### src/rtl/cdc_afifo_pkg.sv
// Shared definitions for the read-side drain engine of the dual-clock FIFO.
// Holds the elastic-buffer occupancy encoding and the payload field helper.
package cdc_afifo_pkg;

  typedef enum logic [1:0] {
    EMPTY = 2'd0,
    ONE   = 2'd1,
    FULL  = 2'd2
  } occ_e;

  // The MSB of every FIFO word carries the end-of-packet flag.
  function automatic int last_bit(input int dbits);
    return dbits - 1;
  endfunction

endpackage

### src/rtl/cdc_skid2.sv
// Two-entry elastic buffer between the show-ahead FIFO read port and a valid/ready stream.
// Entry 0 is always the head; a fetched word lands in the first free slot after any pop.
module cdc_skid2
  import cdc_afifo_pkg::*;
#(
  parameter int width = 65
) (
  input  logic             i_clk,
  input  logic             i_rst,
  input  logic             i_flush,
  input  logic             i_empty,
  input  logic [width-1:0] i_data,
  input  logic             i_ready,
  output logic             o_fetch,
  output logic             o_pop,
  output logic             o_valid,
  output logic [width-1:0] o_head
);

  occ_e             r_state;
  logic [width-1:0] r_ent0;
  logic [width-1:0] r_ent1;
  logic             w_pop;
  logic             w_fetch;

  assign o_valid = (r_state != EMPTY);
  assign w_pop   = o_valid & i_ready;
  // Reset gates the strobe so the FIFO is never popped while the buffer is held clear.
  assign w_fetch = ~i_rst & ~i_empty & ~i_flush & ((r_state != FULL) | w_pop);

  assign o_fetch = w_fetch;
  assign o_pop   = w_pop;
  assign o_head  = r_ent0;

  always_ff @(posedge i_clk or posedge i_rst) begin
    if (i_rst) begin
      r_state <= EMPTY;
      r_ent0  <= '0;
      r_ent1  <= '0;
    end else begin
      case (r_state)
        EMPTY: begin
          if (w_fetch) begin
            r_ent0  <= i_data;
            r_state <= ONE;
          end
        end
        ONE: begin
          if (w_fetch && w_pop) begin
            r_ent0 <= i_data;
          end else if (w_fetch) begin
            r_ent1  <= i_data;
            r_state <= FULL;
          end else if (w_pop) begin
            r_state <= EMPTY;
          end
        end
        FULL: begin
          if (w_pop) begin
            r_ent0 <= r_ent1;
            if (w_fetch) begin
              r_ent1 <= i_data;
            end else begin
              r_state <= ONE;
            end
          end
        end
        default: r_state <= EMPTY;
      endcase
      if (i_flush) begin
        r_state <= EMPTY;
      end
    end
  end

endmodule

### src/rtl/cdc_afifo_reader.sv
// Read-domain drain engine: pops the FIFO into a 2-entry buffer, splits off the
// end-of-packet flag and keeps wrapping word/packet counters of accepted words.
module cdc_afifo_reader
  import cdc_afifo_pkg::*;
#(
  parameter int dbits   = 65,
  parameter int cntbits = 32
) (
  input  logic               i_clk,
  input  logic               i_rst,
  output logic               o_fifo_rd,
  input  logic [dbits-1:0]   i_fifo_rdata,
  input  logic               i_fifo_rempty,
  input  logic               i_flush,
  output logic               o_valid,
  input  logic               i_ready,
  output logic [dbits-2:0]   o_data,
  output logic               o_last,
  output logic [cntbits-1:0] o_word_cnt,
  output logic [cntbits-1:0] o_pkt_cnt
);

  localparam int LB = last_bit(dbits);

  logic             w_pop;
  logic [dbits-1:0] w_head;
  logic [cntbits-1:0] r_word_cnt;
  logic [cntbits-1:0] r_pkt_cnt;

  cdc_skid2 #(
    .width(dbits)
  ) u_skid (
    .i_clk  (i_clk),
    .i_rst  (i_rst),
    .i_flush(i_flush),
    .i_empty(i_fifo_rempty),
    .i_data (i_fifo_rdata),
    .i_ready(i_ready),
    .o_fetch(o_fifo_rd),
    .o_pop  (w_pop),
    .o_valid(o_valid),
    .o_head (w_head)
  );

  assign o_data = w_head[LB-1:0];
  assign o_last = w_head[LB];

  // A pop in a flush cycle still counts: downstream has already taken the word.
  always_ff @(posedge i_clk or posedge i_rst) begin
    if (i_rst) begin
      r_word_cnt <= '0;
      r_pkt_cnt  <= '0;
    end else if (w_pop) begin
      r_word_cnt <= r_word_cnt + cntbits'(1);
      if (o_last) begin
        r_pkt_cnt <= r_pkt_cnt + cntbits'(1);
      end
    end
  end

  assign o_word_cnt = r_word_cnt;
  assign o_pkt_cnt  = r_pkt_cnt;

endmodule

### config.mk
export PLATFORM = sky130hd
export DESIGN_NAME = cdc_afifo_reader
export DESIGN_NICKNAME = d
export VERILOG_FILES = /design/src/rtl/cdc_afifo_pkg.sv /design/src/rtl/cdc_skid2.sv /design/src/rtl/cdc_afifo_reader.sv
export SDC_FILE = /design/constraint.sdc
export NUM_CORES = 1
export LEC_CHECK = 0
export CORE_MARGIN = 5
export CORE_UTILIZATION = 35
export DETAILED_ROUTE_END_ITERATION = 8
export SLEW_MARGIN = 20
export SYNTH_ARGS = -nofsm -noshare
export SYNTH_HDL_FRONTEND = slang
export SYNTH_SLANG_ARGS = --single-unit
### constraint.sdc
create_clock -name i_clk -period 5.8 [get_ports i_clk]
set_input_delay 0.58 -clock i_clk [delete_from_list [all_inputs] [get_ports i_clk]]
set_output_delay 0.58 -clock i_clk [all_outputs]
set_load 0.01 [all_outputs]
==> impl_results.md, run 1 <==
* GR Util met1 at 19.7%
* Global-route wire length before repair at 34.1 mm
* Starting utilization of the core area at 35.3%
* Port Buffer Count at 200
* Number of CTS-inserted buffers at 17
* Fin crit period at 3.41 ns
* Power density of the placed cells at 331 nW/um^2
* RSZ-0062 raised after global routing: no
* Max-Slew Margin vs Limit at 27.6%
* Filler cell count in the final layout at 2,297
* DRC marker count from the first detailed-route iteration at 364
* Met2 Resource Use GR at 23.7%
* Final worst-path cycle share at 58.8%
* Flop-to-flop setup slack at 2.39 ns
* Worst path slowest cell: or2_2
* Number of diodes at 0
* Number of setup buffers added after CTS at 0
* Clock tree from TritonCTS: built
* Pins Over Slew Limit at 0
* Share of total power in sequential cells at 47.6%
* Largest incremental delay on the critical path at 0.82 ns
* HP Start: o_word_cnt[31]
* Routability cong. at 0.749
* Max-cap violations at 0
* Accumulated negative setup slack at 0 ns
* GR Util All Layers at 14.9%
* Buffer depth of the longest clock path at 2
* Total power consumption of the routed design at 3.86 mW
* Core Rows at 58
* Final Hold Violating Endpoints at 0
* Synthesized net count at 797
* Area of the multi-input gates at 3650 um^2
* Number of global-route vias before repair at 6,235
* Internal power component at 2.77 mW
* Distinct cells, synth at 40
* Final setup violating endpoints at 0
* Post-DR vias/cell at 4.84
* Reg2Reg Launch Point: u_skid.r_state[0]
* Share of synthesized area occupied by flip-flops and latches at 55.6%
* Proportion of power drawn by the clock network at 29.4%
* Result of the run: complete, no violations
* Worst path cell trace: inv_1, ha_4, nor2b_1, o22ai_2, a21oi_4, buf_4, or2_2, buf_4, o21ai_1
* Commonest cells after routing, fill and taps aside: clkdlybuf4s50_1 (200), dfrtp_1 (196), o21ai_0 (82)
* Num ports at 201
* Post-CTS Hold Buffers at 0
* Startpoint of the worst setup timing path: u_skid.r_state[0]
* End of the worst register-to-register path: u_skid.o_head[21]
* Total wire length after detailed routing at 21.2 mm
* Per-cell routed wire length at 16.9 um
* Worst path most repeated cell: buf_4
* Routed Antenna Nets at 0
* Worst hold endpoint: o_word_cnt[31]
* Number of vias in the routed layout at 6,049
* Cell at the root of the clock tree: clkbuf_16
* Die Area at 28,500 um^2
* Synthesized instance count at 721
* Crit-path max FO at 66
* Largest net degree at the start of global routing at 170
* Core Footprint at 25,000 um^2
* Timing-limited maximum frequency at 293 MHz
* Mean area per synthesized cell at 12.2 um^2
* CP Data Arrival Time at 3.72 ns
* Layer carrying the most global-route usage: met2
* Layout overhead on the synthesized area at 31.9%
* Synthesized area at 8830 um^2
* Startpoint kind of the worst setup timing path: flop
* Reg clk slew, reported paths at 0.07 ns
* Detailed placement HPWL at 14.0 mm
* DR pass1 iterations at 4
* Overflow after GRT at 0
* Final nets at 984
* Clock Latency Late Sink at 0.43 ns
* DRC violations left at 0
* Net switching power of the design at 1.09 mW
* Layout Skew at 0.0144 ns
* Warning count from the yosys run at 0
* Worst hold stages at 1
* Category of the worst setup path capture point: flop
* Worst min-delay path class: reg -> reg
* Width of the die at 169 um
* Commonest non-fill, non-tap cell in the layout: clkdlybuf4s50_1
* Critical path data required time at 6.11 ns
* Maximum level of the CTS H-tree at 4
* Height of the die at 169 um
* Sw Ratio at 28.2%
* Initial antenna violation count at 1
* Cts repair resizes at 0
* Asr flop ratio synth at 100%
* Post-synthesis register bit count at 196
* Clock tree sinks at 196
* Fraction of layout cells with a size suffix above 1 at 12.3%
* Peak VDD IR at 0.177 mV
* Slew @ Worst Pin at 1.09 ns
* Number of enable flip-flop cells after synthesis at 0
* Seq. cell area at 4900 um^2
* Startpoint-to-endpoint class of the critical path: reg -> reg
* Main synth FF type: dfrtp_1
* Total leakage power at 5.02 nW
* Combinational Power Share at 22.9%
* Met3 Track Usage GR at 5.14%
* Worst reg-to-reg path cell count at 9
-- through the flow --
stage / hold slack [ns] / utilization, % / setup slack (ns) / area [um^2] / instances
final: 0.471 / 46.5 / 2.39 / 11600 / 1251
after global routing: 0.513 / 46.5 / 2.07 / 11600 / 1251
after CTS: 0.472 / 46.5 / 2.27 / 11600 / 1251
after detailed placement: 0.459 / 44.3 / 1.89 / 11100 / 1219
after global placement: 0.457 / 44.3 / 1.95 / 11100 / 1219
after floorplan: 0.479 / - / 2.69 / 8830 / 721
-- power groups by stage --
stage               combinational, mW  sequential [mW]  clock [mW]
global placement                0.886             1.86           0
CTS                             0.902             1.84        1.18
floorplan                       0.387             1.88           0
global route                    0.969             1.87        1.23
finish                          0.885             1.84        1.13
detailed placement              0.900             1.86           0
-- layer usage --
metal / part of all wire (%) / vias to the layer above
met5: 0.052 / -
met4: 1.0 / 2
met3: 7.2 / 17
met2: 46 / 157
met1: 46 / 2971
li1: - / 2902
-- final cells by class --
class	count	area share [%]
well taps	330	3.55
clock buffers	19	3.80
flip-flops and latches	196	42.1
inverters	13	0.451
repair buffers	207	17.8
clock inverters	13	0.989
multi-input cells	473	31.3
-- synthesized netlist by cell type, types with 16 or more instances --
master,number,area share (%)
nand4_1,16,1.1
o21ai_0,82,4.6
o21ai_1,50,2.8
mux2i_1,65,7.4
nor2_1,29,1.2
dfrtp_1,196,56
mux2_4,50,8.5
xnor2_1,37,3.7
xor2_1,26,2.6
nand2_1,32,1.4
mux2_2,16,2.0
clkbuf_1,20,0.85
-- worst max-delay path by stage --
stage,slack (ns),cells past startpoint,end
after detailed placement,1.89,8,u_skid.o_head[21]
after global placement,1.95,8,u_skid.o_head[29]
after floorplan,2.69,1,o_pkt_cnt[0]
final,2.39,9,u_skid.o_head[21]
after CTS,2.27,9,u_skid.o_head[21]
after global routing,2.07,9,u_skid.o_head[25]
-- worst max-delay path: cells and delay by family (launching register included) --
family	cells	cell delay, ns
compound gates	3	0.37
fa+ha+maj	1	0.39
buf+inv	3	1.08
flops	1	0.43
simple gates	2	1.02
-- sequential cells by signal, indices dropped and copies added, names as in the netlist --
name	cells
u_skid.o_head	65
u_skid.r_state	2
o_pkt_cnt	32
u_skid.r_ent1	65
o_word_cnt	32
-- cell families (layout without fill, tap and decap cells) --
family,after synthesis,in the layout,synth area share (%)
flip-flops,196,196,55.6
AO/OA/AOI/OAI,141,141,8.31
AND/OR/NAND/NOR,132,132,7.68
multiplexers,131,131,17.9
XOR/XNOR,63,63,6.25
buffers and inverters,52,252,3.42
adder cells (fa/ha/maj),6,6,0.851
Power figures use the tool's default switching activity.
==> run 2: changes to the inputs <==
==> constraint.sdc (replaced) <==
create_clock -name i_clk -period 3.1 [get_ports i_clk]
set_input_delay 0.31 -clock i_clk [delete_from_list [all_inputs] [get_ports i_clk]]
set_output_delay 0.31 -clock i_clk [all_outputs]
set_load 0.01 [all_outputs]
==> impl_results.md, run 2 (synthesis results as in run 1) <==
* GR Util met1 at 20.9% (was 19.7%)
* Initial antenna violation count at 1 (unchanged)
* Reg2Reg Launch Point: u_skid.r_state[0] (unchanged)
* Clock tree from TritonCTS: built (unchanged)
* Slew @ Worst Pin at 0.693 ns (was 1.09 ns)
* Number of global-route vias before repair at 6,281 (was 6,235)
* Layout overhead on the synthesized area at 33.4% (was 31.9%)
* Overflow after GRT at 0 (unchanged)
* Crit-path max FO at 7 (was 66)
* Maximum level of the CTS H-tree at 4 (unchanged)
* Width of the die at 169 um (unchanged)
* Die Area at 28,500 um^2 (unchanged)
* GR Util All Layers at 15.3% (was 14.9%)
* Pins Over Slew Limit at 0 (unchanged)
* Clock Latency Late Sink at 0.43 ns (about the same)
* Detailed placement HPWL at 14.3 mm (was 14.0 mm)
* Layer carrying the most global-route usage: met2 (unchanged)
* DRC marker count from the first detailed-route iteration at 382 (was 364)
* Worst min-delay path class: in -> async (was reg -> reg)
* DR pass1 iterations at 4 (unchanged)
* Reg clk slew, reported paths at 0.08 ns (was 0.07 ns)
* Number of setup buffers added after CTS at 0 (unchanged)
* Core Rows at 58 (unchanged)
* Core Footprint at 25,000 um^2 (unchanged)
* Startpoint-to-endpoint class of the critical path: reg -> out (was reg -> reg)
* Starting utilization of the core area at 35.3% (unchanged)
* Critical path data required time at 2.79 ns (was 6.11 ns)
* Accumulated negative setup slack at 0 ns (unchanged)
* Post-layout util at 47.0% (was 46.5%)
* Number of vias in the routed layout at 6,132 (was 6,049)
* Clock tree sinks at 196 (unchanged)
* Post-CTS Hold Buffers at 0 (unchanged)
* Met3 Track Usage GR at 5.02% (was 5.14%)
* Routability cong. at 0.767 (was 0.749)
* Met2 Resource Use GR at 23.3% (was 23.7%)
* Cell at the root of the clock tree: clkbuf_16 (unchanged)
* Total power consumption of the routed design at 7.31 mW (was 3.86 mW)
* Fraction of layout cells with a size suffix above 1 at 12.7% (was 12.3%)
* CP Data Arrival Time at 2.44 ns (was 3.72 ns)
* Worst reg-to-reg path cell count at 6 (was 9)
* DRC violations left at 0 (unchanged)
* Port Buffer Count at 200 (unchanged)
* Fin crit period at 2.75 ns
* Startpoint kind of the worst setup timing path: flop (unchanged)
* Largest net degree at the start of global routing at 66 (was 170)
* Final Hold Violating Endpoints at 0 (unchanged)
* Num ports at 201 (unchanged)
* Buffer depth of the longest clock path at 2 (unchanged)
* RSZ-0062 raised after global routing: no (unchanged)
* Max-Slew Margin vs Limit at 53.8% (was 27.6%)
* Commonest cells after routing, fill and taps aside: clkdlybuf4s50_1 (200), dfrtp_1 (196), o21ai_0 (82) (unchanged)
* Power density of the placed cells at 621 nW/um^2 (was 331 nW/um^2)
* Max-cap violations at 0 (unchanged)
* Final setup violating endpoints at 0 (unchanged)
* Routed Antenna Nets at 0 (unchanged)
* Flop-to-flop setup slack at 0.58 ns (was 2.39 ns)
* Peak VDD IR at 0.317 mV (was 0.177 mV)
* Worst setup slack before clock tree synthesis at 0.586 ns (was 1.89 ns)
* Total wire length after detailed routing at 21.6 mm (was 21.2 mm)
* Final worst-path cycle share at 88.7%
* Commonest non-fill, non-tap cell in the layout: clkdlybuf4s50_1 (unchanged)
* Post-DR vias/cell at 4.87 (was 4.84)
* Final nets at 989 (was 984)
* Startpoint of the worst setup timing path: u_skid.r_state[0] (unchanged)
* End of the worst register-to-register path: u_skid.r_ent1[54] (was u_skid.o_head[21])
* Post-layout worst setup margin at 0.349 ns (was 2.39 ns)
* DP Area at 11,200 um^2 (was 11,100 um^2)
* Height of the die at 169 um (unchanged)
* Layout Skew at 0.0106 ns (was 0.0144 ns)
* Result of the run: complete, no violations (unchanged)
* Category of the worst setup path capture point: primary output (was flop)
* Per-cell routed wire length at 17.2 um (was 16.9 um)
* Global-route wire length before repair at 35.2 mm (was 34.1 mm)
* Number of CTS-inserted buffers at 17 (unchanged)
* Area of all placed cells without fillers at 11,800 um^2 (was 11,600 um^2)
* Total leakage power at 5.08 nW (was 5.02 nW)
* Timing-limited maximum frequency at 363 MHz
* Cts repair resizes at 0 (unchanged)
==> run 2: cell types whose count changed in the layout (fill, tap and decap cells not counted), sizes merged, moves of 2 or more <==
cell,delta
inv,-3
diode,+2
clkinv,+2
buf,+5
==> run 2: through the flow <==
stage / hold WS [ns] / cells
after CTS: 0.261 / 1256
after global routing: 0.290 / 1256
after detailed placement: 0.461 / 1224
after global placement: 0.457 / 1224
after floorplan: 0.373 / 721
final: 0.270 / 1258
==> run 2: where the power goes <==
group	internal [mW]	total (mW)	leakage [nW]	switching [mW]
clock network	1.14	2.20	0.274	1.06
logic	1.03	1.69	2.27	0.662
registers	3.08	3.42	2.54	0.340
total	5.25	7.31	5.08	2.06
==> run 2: worst max-delay path, stage by stage, from the launching register on <==
cell             delay (ns)
dfrtp_1                0.43
inv_1                  0.13
ha_1                   0.31
nand2b_1               0.30
a21oi_4                0.22
clkdlybuf4s50_1        0.62
==> run 2: metal layers <==
layer  part of all wire [%]  wire [um]
met1                     46      10000
met2                     45       9770
met3                    7.3       1570
met4                    1.1        229
met5                  0.060         13
==> run 2: worst max-delay path by stage <==
stage / slack [ns] / endpoint
after floorplan: 0.26 / o_pkt_cnt[0]
after global placement: 0.55 / u_skid.r_ent1[40]
after detailed placement: 0.59 / u_skid.r_ent1[28]
after CTS: 0.31 / o_fifo_rd
after global routing: 0.24 / o_fifo_rd
final: 0.35 / o_fifo_rd
==> run 2: cell type report <==
cell class | instances | area, um^2
multi-input cells | 473 | 3650
flip-flops and latches | 196 | 4900
well taps | 330 | 413
repair buffers | 212 | 2180
clock inverters | 14 | 146
clock buffers | 18 | 429
diodes | 2 | 5.00
inverters | 13 | 52.6
fillers | 2299 | 13300
==> run 3: changes to the inputs <==
--- a/config.mk
+++ b/config.mk
@@ -11,4 +11,5 @@
 export SLEW_MARGIN = 20
 export SYNTH_ARGS = -nofsm -noshare
 export SYNTH_HDL_FRONTEND = slang
+export SYNTH_HIERARCHICAL = 1
 export SYNTH_SLANG_ARGS = --single-unit
==> impl_results.md, run 3 <==
* Result of the run: complete, no violations (unchanged)
* Cts repair resizes at 0 (unchanged)
* Clock tree from TritonCTS: built (unchanged)
* Number of enable flip-flop cells after synthesis at 0 (unchanged)
* Num ports at 201 (unchanged)
* Distinct cells, synth at 51 (was 40)
* Total wire length after detailed routing at 21.0 mm (was 21.6 mm)
* RSZ-0062 raised after global routing: no (unchanged)
* CP Data Arrival Time at 2.16 ns (was 2.44 ns)
* Core Rows at 57 (was 58)
* Most numerous cell types in the synthesized netlist: dfrtp_1 (196), mux2_2 (66), o21a_1 (66), o32a_1 (65), xnor2_1 (47) (was dfrtp_1 (196), o21ai_0 (82), mux2i_1 (65), mux2_4 (50), o21ai_1 (50))
* Asr flop ratio synth at 100% (unchanged)
* Layout Skew at 0.0113 ns (was 0.0106 ns)
* Pins Over Slew Limit at 0 (unchanged)
* Synthesized instance count at 646 (was 721)
* Synthesized area at 8570 um^2 (was 8830 um^2)
* Timing-limited maximum frequency at 404 MHz (was 363 MHz)
* Startpoint-to-endpoint class of the critical path: in -> out (was reg -> out)
* Core Footprint at 24,200 um^2 (was 25,000 um^2)
* Routability cong. at 0.775 (was 0.767)
* Worst reg-to-reg path cell count at 7 (was 6)
* Number of setup buffers added after CTS at 0 (unchanged)
* Slew @ Worst Pin at 0.823 ns (was 0.693 ns)
* Final worst-path cycle share at 79.8% (was 88.7%)
* Commonest non-fill, non-tap cell in the layout: clkdlybuf4s50_1 (unchanged)
* Overflow after GRT at 0 (unchanged)
* Worst min-delay path class: reg -> reg (was in -> async)
* Mean area per synthesized cell at 13.3 um^2 (was 12.2 um^2)
* Clock tree sinks at 196 (unchanged)
* Max-Slew Margin vs Limit at 45.1% (was 53.8%)
* Share of synthesized area occupied by flip-flops and latches at 57.2% (was 55.6%)
* Total power consumption of the routed design at 6.92 mW (was 7.31 mW)
* Area share of the leading cell type in the synthesized netlist at 57.2% (was 55.6%)
* Library cell occupying the most area in the post-synthesis netlist: dfrtp_1 (unchanged)
* Clock Latency Late Sink at 0.43 ns (about the same)
* Commonest cells after routing, fill and taps aside: clkdlybuf4s50_1 (200), dfrtp_1 (196), mux2_2 (66), o21a_1 (66), o32a_1 (65) (was clkdlybuf4s50_1 (200), dfrtp_1 (196), o21ai_0 (82))
* Fin crit period at 2.47 ns (was 2.75 ns)
* Critical path data required time at 2.79 ns (about the same)
* Power density of the placed cells at 604 nW/um^2 (was 621 nW/um^2)
* Fraction of layout cells with a size suffix above 1 at 15.4% (was 12.7%)
* Number of vias in the routed layout at 6,019 (was 6,132)
* Final setup violating endpoints at 0 (unchanged)
* Accumulated negative setup slack at 0 ns (unchanged)
* Initial antenna violation count at 1 (unchanged)
* Per-cell routed wire length at 18.0 um (was 17.2 um)
* Total leakage power at 4.75 nW (was 5.08 nW)
* GR Util All Layers at 15.2% (was 15.3%)
* Width of the die at 166 um (was 169 um)
* Warning count from the yosys run at 6 (was 0)
* Number of CTS-inserted buffers at 17 (unchanged)
* Synthesized net count at 718 (was 797)
* Port Buffer Count at 200 (unchanged)
* Startpoint kind of the worst setup timing path: input port (was flop)
* Main area contributors after synthesis: dfrtp_1 (57%), mux2_2 (8.7%), o32a_1 (7.6%) (was dfrtp_1 (56%), mux2_4 (8.5%), mux2i_1 (7.4%))
* Starting utilization of the core area at 35.3% (about the same)
* Layout overhead on the synthesized area at 33.8% (was 33.4%)
* Number of diodes at 0 (was 2)
* DRC marker count from the first detailed-route iteration at 422 (was 382)
* Maximum level of the CTS H-tree at 4 (unchanged)
* DRC violations left at 0 (unchanged)
* Category of the worst setup path capture point: primary output (unchanged)
* Main synth FF type: dfrtp_1 (unchanged)
* Cell at the root of the clock tree: clkbuf_16 (unchanged)
* Height of the die at 166 um (was 169 um)
* Final Hold Violating Endpoints at 0 (unchanged)
* Global-route wire length before repair at 34.5 mm (was 35.2 mm)
* Filler cell count in the final layout at 2,241 (was 2,299)
* Post-DR vias/cell at 5.15 (was 4.87)
* Post-synthesis register bit count at 196 (unchanged)
* Largest net degree at the start of global routing at 82 (was 66)
* Routed Antenna Nets at 0 (unchanged)
* Buffer depth of the longest clock path at 2 (unchanged)
* Worst hold stages at 1
* Crit-path max FO at 9 (was 7)
* DR pass1 iterations at 4 (unchanged)
* Reg clk slew, reported paths at 0.07 ns (was 0.08 ns)
* Detailed placement HPWL at 13.7 mm (was 14.3 mm)
* Most frequent cell after synthesis: dfrtp_1 (unchanged)
* Final nets at 904 (was 989)
* Post-CTS Hold Buffers at 0 (unchanged)
* Number of global-route vias before repair at 6,322 (was 6,281)
* Peak VDD IR at 0.389 mV (was 0.317 mV)
* Max-cap violations at 0 (unchanged)
* Die Area at 27,700 um^2 (was 28,500 um^2)
run 3: cell count changes in the layout (fill, tap and decap cells not counted), sizes merged, moves of 23 or more:
| cell | delta |
|---|---|
| mux2i | -64 |
| o21a | +66 |
| o32a | +65 |
| o21ai | -129 |
| nor2 | -23 |
run 3: cells by family (layout without fill, tap and decap cells):
logic type / Yosys count / in the layout / synth area share (%)
adder cells (fa/ha/maj): 2 / 2 / 0.292
multiplexers: 67 / 67 / 8.79
XOR/XNOR: 62 / 62 / 6.42
AO/OA/AOI/OAI: 142 / 142 / 14.3
flip-flops: 196 / 196 / 57.2
AND/OR/NAND/NOR: 124 / 124 / 9.24
buffers and inverters: 53 / 252 / 3.71
run 3: layout make-up:
| type | count | area [um^2] | share of cell area (%) |
|---|---|---|---|
| Clock buffer | 18 | 429 | 3.74 |
| Clock inverter | 14 | 188 | 1.64 |
| Inverter | 8 | 33.8 | 0.295 |
| Multi-Input combinational cell | 397 | 3370 | 29.4 |
| Sequential cell | 196 | 4900 | 42.8 |
| Tap cell | 324 | 405 | 3.54 |
| Timing Repair Buffer | 212 | 2130 | 18.6 |
run 3: final timing paths:
check | from | to | slack [ns]
hold reg to reg | o_pkt_cnt[31] | o_pkt_cnt[31] | 0.47
max in group asynchronous | i_rst | u_skid/r_ent1[50] | 1.74
hold / removal | o_pkt_cnt[31] | o_pkt_cnt[31] | 0.47
setup reg to reg | u_skid/r_state[1] | o_pkt_cnt[28] | 0.80
min in group asynchronous | i_rst | u_skid/o_head[45] | 0.54
setup / recovery | i_rst | o_fifo_rd | 0.63
run 3: metal layers:
| layer | track usage, % | vias to the layer above | part of all wire, % | routed length (um) |
|---|---|---|---|---|
| li1 | - | 2794 | - | - |
| met1 | 20.9 | 3024 | 47 | 9780 |
| met2 | 23.1 | 182 | 44 | 9190 |
| met3 | 5.52 | 17 | 8.4 | 1770 |
| met4 | 4.02 | 2 | 1.2 | 242 |
| met5 | 0 | - | 0.062 | 13 |
run 3: worst max-delay path, stage by stage:
cell	delay, ns
clkdlybuf4s50_1	0.60
nor3_1	0.47
o31a_1	0.24
clkdlybuf4s50_1	0.54
run 3: through the flow:
| stage | util, % | hold WS [ns] | cell area [um^2] | worst slack [ns] | instances |
|---|---|---|---|---|---|
| after global placement | 44.7 | 0.462 | 10800 | 0.585 | 1137 |
| after global routing | 47.3 | 0.493 | 11500 | 0.535 | 1169 |
| after floorplan | - | 0.376 | 8570 | 1.15 | 646 |
| after CTS | 47.3 | 0.482 | 11500 | 0.619 | 1169 |
| final | 47.3 | 0.473 | 11500 | 0.626 | 1169 |
| after detailed placement | 44.7 | 0.473 | 10800 | 0.544 | 1137 |
run 3: where the power goes:
group | switching, mW | internal, mW | total, mW
Combinational | 0.508 | 0.836 | 1.34
Sequential | 0.288 | 2.99 | 3.28
Clock | 1.06 | 1.24 | 2.30
Total | 1.86 | 5.06 | 6.92
